==> config.mk <==
export PLATFORM = sky130hd
export DESIGN_NAME = nios_dct_packer
export DESIGN_NICKNAME = d
export VERILOG_FILES = /design/src/rtl/nios_dct_pkg.sv /design/src/rtl/nios_dct_outreg.sv /design/src/rtl/nios_dct_packer.sv
export SDC_FILE = /design/constraint.sdc
export NUM_CORES = 1
export LEC_CHECK = 0
export BUFFER_PORTS_ARGS = -buffer_cell sky130_fd_sc_hd__buf_2
export CORE_MARGIN = 5
export CORE_UTILIZATION = 35
export DETAILED_ROUTE_END_ITERATION = 16
export PLACE_DENSITY = 0.64
export RECOVER_POWER = 100
export SYNTH_ARGS = -nofsm -noshare
export SYNTH_HDL_FRONTEND = slang
export SYNTH_SLANG_ARGS = --single-unit
export TNS_END_PERCENT = 10
==> constraint.sdc <==
create_clock -name clk -period 4.6 [get_ports clk]
set_clock_uncertainty 0.15 [all_clocks]
set_input_delay 0.92 -clock clk [delete_from_list [all_inputs] [get_ports clk]]
set_output_delay 0.92 -clock clk [all_outputs]
set_load 0.03 [all_outputs]
==> src/rtl/nios_dct_pkg.sv <==
// Shared types and constants for the Nios II debug-trace (DCT) frame path.
// Trace-code encodings, frame geometry and the frame bundle type.
package nios_dct_pkg;

    localparam int CODE_W = 2;
    localparam int DEPTH  = 15;
    localparam int BUF_W  = CODE_W * DEPTH;
    localparam int CNT_W  = 4;

    localparam logic [CODE_W-1:0] DCT_NOP = 2'b00;
    localparam logic [CODE_W-1:0] DCT_SEQ = 2'b01;
    localparam logic [CODE_W-1:0] DCT_BR  = 2'b10;
    localparam logic [CODE_W-1:0] DCT_EXC = 2'b11;

    localparam logic [CNT_W-1:0] FULL_CNT = CNT_W'(DEPTH);

    typedef struct packed {
        logic [BUF_W-1:0] buffer;
        logic [CNT_W-1:0] count;
    } frame_t;

endpackage

==> src/rtl/nios_dct_outreg.sv <==
// Single-entry valid/ready output register for DCT frames.
// Ports: clk, reset_n, load/din (new frame), ready/valid/dout (sink side),
// free (register can take a new frame this cycle).
module nios_dct_outreg
    import nios_dct_pkg::*;
(
    input  logic   clk,
    input  logic   reset_n,
    input  logic   load,
    input  frame_t din,
    input  logic   ready,
    output logic   valid,
    output frame_t dout,
    output logic   free
);

    assign free = !valid || ready;

    always_ff @(posedge clk or negedge reset_n) begin
        if (!reset_n) begin
            valid <= 1'b0;
            dout  <= '0;
        end else if (load) begin
            valid <= 1'b1;
            dout  <= din;
        end else if (ready) begin
            valid <= 1'b0;
        end
    end

endmodule

==> src/rtl/nios_dct_packer.sv <==
// Packs 2-bit trace codes into 30-bit DCT frames and hands them off
// over valid/ready. Ports: clk, reset_n, code_valid/code_ready/code_in,
// flush, frame_valid/frame_ready, dct_buffer, dct_count, frame_total.
// Optional idle auto-flush: define NIOS_DCT_PACKER_TIMEOUT_EN.
module nios_dct_packer
    import nios_dct_pkg::*;
#(
    parameter int TIMEOUT = 64
) (
    input  logic              clk,
    input  logic              reset_n,
    input  logic              code_valid,
    output logic              code_ready,
    input  logic [CODE_W-1:0] code_in,
    input  logic              flush,
    output logic              frame_valid,
    input  logic              frame_ready,
    output logic [BUF_W-1:0]  dct_buffer,
    output logic [CNT_W-1:0]  dct_count,
    output logic [15:0]       frame_total
);

    logic [BUF_W-1:0] acc;
    logic [CNT_W-1:0] acc_cnt;
    logic             flush_pend;

    logic             accept;
    logic [BUF_W-1:0] acc_next;
    logic [CNT_W-1:0] acc_cnt_next;
    logic             flush_req;
    logic             out_free;
    logic             transfer;
    frame_t           frame_in;
    frame_t           frame_out;

    assign code_ready = (acc_cnt != FULL_CNT);
    assign accept     = code_valid && code_ready;

    // Oldest code drifts upward; unused high bits stay zero.
    assign acc_next = accept ? {acc[BUF_W-CODE_W-1:0], code_in} : acc;
    assign acc_cnt_next = acc_cnt + CNT_W'(accept);

    // Decision uses post-accept values so the last code and the
    // hand-off can share a cycle.
    assign transfer = out_free &&
        ((acc_cnt_next == FULL_CNT) ||
         ((flush_req || flush_pend) && (acc_cnt_next != '0)));

`ifdef NIOS_DCT_PACKER_TIMEOUT_EN
    localparam int TO_W = $clog2(TIMEOUT);
    localparam logic [TO_W-1:0] TO_LAST = TO_W'(TIMEOUT - 1);

    logic [TO_W-1:0] idle_cnt;

    assign flush_req = flush || (idle_cnt == TO_LAST);

    // Saturates at TO_LAST so a blocked output keeps the request up.
    always_ff @(posedge clk or negedge reset_n) begin
        if (!reset_n) begin
            idle_cnt <= '0;
        end else if (accept || transfer) begin
            idle_cnt <= '0;
        end else if ((acc_cnt != '0) && (idle_cnt != TO_LAST)) begin
            idle_cnt <= idle_cnt + 1'b1;
        end
    end
`else
    assign flush_req = flush;
`endif

    always_ff @(posedge clk or negedge reset_n) begin
        if (!reset_n) begin
            acc         <= '0;
            acc_cnt     <= '0;
            flush_pend  <= 1'b0;
            frame_total <= '0;
        end else if (transfer) begin
            acc         <= '0;
            acc_cnt     <= '0;
            flush_pend  <= 1'b0;
            frame_total <= frame_total + 16'd1;
        end else begin
            acc     <= acc_next;
            acc_cnt <= acc_cnt_next;
            // Remember a flush that could not be served yet;
            // a flush on an empty accumulator is dropped.
            if (flush_req && (acc_cnt_next != '0)) begin
                flush_pend <= 1'b1;
            end
        end
    end

    assign frame_in.buffer = acc_next;
    assign frame_in.count  = acc_cnt_next;

    nios_dct_outreg u_outreg (
        .clk     (clk),
        .reset_n (reset_n),
        .load    (transfer),
        .din     (frame_in),
        .ready   (frame_ready),
        .valid   (frame_valid),
        .dout    (frame_out),
        .free    (out_free)
    );

    assign dct_buffer = frame_out.buffer;
    assign dct_count  = frame_out.count;

endmodule

======== After elaboration in Yosys (flattened, before gate mapping) ========
Index checks and enable logic that the tools add are counted.
storage, ports and cells
  bits in registers ....................... 86
  logic and storage cells ................. 29
  bits of input ports ..................... 7
operators by class
  multiplexer cells ....................... 7
  equal/unequal tests ..................... 2
  add/subtract/negate cells ............... 2
  reductions and logical operators ........ 11
operators by type and width
  cell                     count
  $mux W30                 2
  $add A16 B1 Y16 const B  1
  $add A4 B1 Y4            1
  $eq A4 B4 Y1 const B     1
  $logic_and A1 B1 Y1      4
  $mux W1                  4
  $mux W4                  1
  $ne A4 B4 Y1 const B     1
  $reduce_bool A2 Y1       2
  $reduce_bool A4 Y1       1
  $logic_or A1 B1 Y1       3
  $logic_not A1 Y1         1

======== Depth between registers and ports, before layout ========
  depth in word-level cells ............... 8
  gate-level depth with buffers ........... 15
  mapped depth without buffers ............ 10

======== Modules after synthesis ========
Synthesis repeated with hierarchy kept, for this count alone.
unflattened totals
  cell total of the unflattened synthesis .. 261
  area total of the unflattened synthesis .. 3801.1 sq um
modules (own cells, without submodules)
  module           cells an instance  times used  area an instance (sq um)
  nios_dct_packer  186                1           2349.8
  nios_dct_outreg  75                 1           1451.4

======== Worst setup path before layout ========
OpenSTA, ideal clock, no wires.
  path kind ............................... reg2reg
  from .................................... register acc_cnt[2]
  to ...................................... register frame_total[1]
  slack ................................... 0.875 ns
  library setup time ...................... 0.125 ns
  required time ........................... 4.325 ns
  stages on the path, launching flop included .. 14
  data arrival time ....................... 3.450 ns
  cell sequence ........................... dfrtp_1 -> buf_4 -> nand4_1 -> nand2_1 -> buf_1 -> inv_1 -> ha_1 -> ha_1 -> and4b_1 -> o31a_1 -> a221oi_4 -> nor2_2 -> buf_2 -> mux2_4
between the ends
  longest elaborated chain between the ends .. 7
  elaborated cells between the ends (all ways) .. 8
  those cells by class .................... add/sub (1); eq/ne (2); reduce/logical (5)
ends and longest elaborated chain
  element                   line                   text
  start: declaration        nios_dct_packer.sv:24  logic [CNT_W-1:0] acc_cnt;
  start signal: assignment  nios_dct_packer.sv:84  acc_cnt <= acc_cnt_next;
  $ne A4 B4 Y1 *            nios_dct_packer.sv:36  assign code_ready = (acc_cnt != FULL_CNT);
  net code_ready            nios_dct_packer.sv:13  output logic code_ready,
  $logic_and A1 B1 Y1 *     nios_dct_packer.sv:37  assign accept = code_valid && code_ready;
  $add A4 B1 Y4 *           nios_dct_packer.sv:41  assign acc_cnt_next = acc_cnt + CNT_W'(accept);
  net acc_cnt_next[1]       nios_dct_packer.sv:29  logic [CNT_W-1:0] acc_cnt_next;
  $reduce_bool A4 Y1        nios_dct_packer.sv:47  ((flush_req || flush_pend) && (acc_cnt_next != '0)));
  $logic_and A1 B1 Y1       nios_dct_packer.sv:47
  $logic_or A1 B1 Y1 *      nios_dct_packer.sv:46  ((acc_cnt_next == FULL_CNT) ||
  $logic_and A1 B1 Y1 *     nios_dct_packer.sv:45  assign transfer = out_free &&
  end signal: assignment    nios_dct_packer.sv:81  frame_total <= frame_total + 16'd1;
  end: declaration          nios_dct_packer.sv:20  output logic [15:0] frame_total
The timed path passes the listed nets; every way through them passes the cells marked *.
A chain may end at the register's enable or synchronous reset.

======== Worst setup path after layout ========
  from .................................... register acc_cnt[2]
  to ...................................... register u_outreg.dout[1] in the netlist's numbering
between the ends
  longest elaborated chain between the ends .. 7
  elaborated cells between the ends (all ways) .. 8
  those cells by class .................... add/sub (1); eq/ne (2); reduce/logical (5)
ends and longest elaborated chain
  element                 line                   text
  $ne A4 B4 Y1 *          nios_dct_packer.sv:36
  $logic_and A1 B1 Y1 *   nios_dct_packer.sv:37
  $add A4 B1 Y4 *         nios_dct_packer.sv:41
  net acc_cnt_next[1]     nios_dct_packer.sv:29
  $reduce_bool A4 Y1      nios_dct_packer.sv:47
  $logic_and A1 B1 Y1     nios_dct_packer.sv:47
  $logic_or A1 B1 Y1      nios_dct_packer.sv:46
  $logic_and A1 B1 Y1     nios_dct_packer.sv:45
  end signal: assignment  nios_dct_outreg.sv:25  dout <= din;
  end: declaration        nios_dct_outreg.sv:13  output frame_t dout,
Marks and branches as above.

==> flow_summary.toml <==
[worst_setup_path]
slowest_delay_ns = 1.13
crit_fanout = 38
cp.required_ns = 4.69
cp.buffers_inverters = 1
crit_top_cell = "ha_1"
cp_cell_sequence = "nand4_1, nand2_2, inv_1, ha_1, ha_1, and4b_1, o31a_1, a221oi_1, nor2_2, mux2_2"
cpLargestDelayFamily = "simple AND/OR/NAND/NOR gates"
path_class = "reg2reg"
worst_path_max_delay_cell = "nor2_2"
crit_arrival_ns = 3.86
rr_startpoint = "acc_cnt[2]"
critPathLaunchType = "register"
worst_setup_path_end_kind = "register"
reg2reg_setup_slack_ns = 0.83
rr_endpoint = "u_outreg.dout[1]"
r2r.worst_path.cells = 10

[route]
drtAntennaViolNets = 0
drc_errors = 0
dr.pass1.iters = 5
vias = 2608
vias_per_cell = 5.09
wl_mm = 7.70
drtIter0Drc = 147
wire_per_inst_um = 15.0

[timing]
hold_violations = 0
maxSlewViolCount = 87
period_minus_slack_ns = 3.77
fin_ws_ns = 0.831
setup_viol = 0
clock.fmax_mhz = 265
max_slew.worst_pin.slew_ns = 2.08
setup_tns_ns = 0
rsz0062_at_grt = "no"
period_share_pct = 81.9
relSlewSlack_pct = -38.5

[job]
max-cap-violations = 2

[clock_tree]
cts-root-buf = "clkbuf_8"
hold_buffers = 0
clk_latency_ns = 0.35
h-tree-depth = 3
cts_resized = 0
cts_setup_buffers = 0
clkTransAtPathRegs_ns = 0.08
cts.sinks = 86
cts_made_buffers = 9
cts_tree = "done"
cts_buffer_depth = 2

[layout]
stdcell_count = 512
n_antenna_cell = 0
drive_gt1_share_pct = 7.71
syn2layout_area_growth_pct = 13.8
finish.instance_area_sq_um = 4200
n_fill_cell = 997
nNetsFinal = 381
ff_latch_area_sq_um = 2150
final_cell_mix = "dfrtp_1 (86), clkbuf_1 (54), nor2_1 (36)"
multiInputGateArea_sq_um = 1400
final_common_cell = "dfrtp_1"

[global_routing]
antenna_found_initial = 0
overflow = 0
grt_max_degree = 87
grt_pass1_vias = 2551
grtUsageTotal_pct = 12.5
grt_pass1_wl_mm = 12.9

[min_path]
whs_endpoint = "frame_total[15]"
min_from = "frame_total[15]"
holdCritPathClass = "reg2reg"
hold_depth = 1

[yosys]
syn_nets = 333
synth_edf_count = 0
syn_inst = 323
avgSynthCellArea_sq_um = 11.4
synthesis.area_sq_um = 3690
ys_async_sr_fraction_pct = 100
ys_warn_count = 0
ys_seq_elements = 86
ys_seq_area_share_pct = 58.3
synthDistinctLibCells = 35
ys.flop_type = "dfrtp_1"

[die]
ioPinCount = 59
core_area_sq_um = 10300
num_rows = 37
die_w_um = 113
dieArea_sq_um = 12700
start_util_pct = 35.8
die_h_um = 113

[status]
violations = "capacitance limit, slew limit"
status = "finished, violations left"

[place]
place_area_sq_um = 4080
place_inst = 496
routabilityCongestion = 0.826
hpwl_mm = 5.04
io_buffers = 58
pre_cts_ws_ns = 0.985

[pwr]
p_leak_nw = 1.99
vdd_drop_max_mv = 0.358
power.density_nw_per_um2 = 556
[worst max-delay path by stage]
| stage | from | endpoint | slack (ns) | cells after the start |
|---|---|---|---|---|
| 2_1_floorplan | acc_cnt[2] | frame_total[1] | 0.87 | 13 |
| 3_3_place_gp | code_valid | u_outreg.dout[1] | 1.05 | 10 |
| 3_5_place_dp | code_valid | u_outreg.dout[1] | 0.99 | 10 |
| 4_1_cts | acc_cnt[2] | u_outreg.dout[1] | 1.27 | 10 |
| 5_1_grt | acc_cnt[2] | frame_total[8] | 0.56 | 11 |
| 6_report | acc_cnt[2] | u_outreg.dout[1] | 0.83 | 10 |
[power by group]
part | internal (mW) | total [mW] | switching (mW)
registers | 0.878 | 0.977 | 0.0989
clock network | 0.320 | 0.574 | 0.254
logic | 0.182 | 0.783 | 0.601
total | 1.38 | 2.33 | 0.954
[registers in the layout, summed over array words and instances (netlist names)]
register,flops
acc,30
acc_cnt,4
flush_pend,1
frame_total,16
u_outreg.dout,34
u_outreg.valid,1
[area by class of cell]
| cell class | instances | area share (%) |
|---|---|---|
| timing repair buffer | 62 | 6.02 |
| multi-input combinational | 210 | 33.4 |
| clock inverter | 4 | 1.67 |
| inverter | 2 | 0.179 |
| clock buffer | 12 | 3.45 |
| sequential | 86 | 51.2 |
| tap | 136 | 4.05 |
[cell usage after synthesis, types with 2 or more instances]
cell	count	area (sq um)
and3_1	2	12.5
nor4_1	5	31.3
nand3_1	6	30.0
xor2_1	16	140
buf_4	3	22.5
a21oi_1	3	15.0
dfrtp_1	86	2150
nand4_1	6	37.5
ha_1	3	37.5
nand2_1	8	30.0
nor3b_1	2	15.0
mux2i_1	30	300
inv_1	2	7.51
nor2b_1	4	25.0
buf_2	11	55.1
o31ai_1	34	255
o21ai_0	32	160
and4b_1	2	20.0
nor3_1	8	40.0
nor2_1	36	135
clkbuf_1	10	37.5
[through the flow]
| step | total power [mW] | hold slack (ns) | util (%) |
|---|---|---|---|
| 2_1_floorplan | 1.63 | 0.336 | - |
| 3_3_place_gp | 1.82 | 0.308 | 39.5 |
| 3_5_place_dp | 1.84 | 0.315 | 39.5 |
| 4_1_cts | 2.41 | 0.327 | 41.6 |
| 5_1_grt | 2.49 | 0.359 | 40.7 |
| 6_report | 2.33 | 0.326 | 40.7 |
[metal layers]
metal	GRT usage (%)	wire, um	vias to the layer above	share of wire (%)
met4	4.33	110	0	1.4
met5	0	0	-	0
li1	-	-	1251	-
met1	17.2	3680	1288	48
met3	4.60	460	10	6.0
met2	18.4	3450	59	45
[worst register-to-register path, delay by kind of cell (launching register included)]
kind            cells  cell delay [ns]
flops               1             0.53
simple gates        4             1.67
fa+ha+maj           2             0.63
buf+inv             1             0.04
mux                 1             0.44
compound gates      2             0.21
[cell families (layout without fill, tap and decap cells)]
| kind of cell | after synthesis | after routing | share of synthesized area [%] |
|---|---|---|---|
| XOR/XNOR | 17 | 17 | 4.03 |
| AND/OR/NAND/NOR | 85 | 85 | 11.4 |
| adder cells (fa/ha/maj) | 3 | 3 | 1.02 |
| AO/OA/AOI/OAI | 73 | 73 | 13.0 |
| buffers and inverters | 27 | 80 | 3.42 |
| flip-flops | 86 | 86 | 58.3 |
| multiplexers | 32 | 32 | 8.84 |
(Power assumes the default switching activity.)
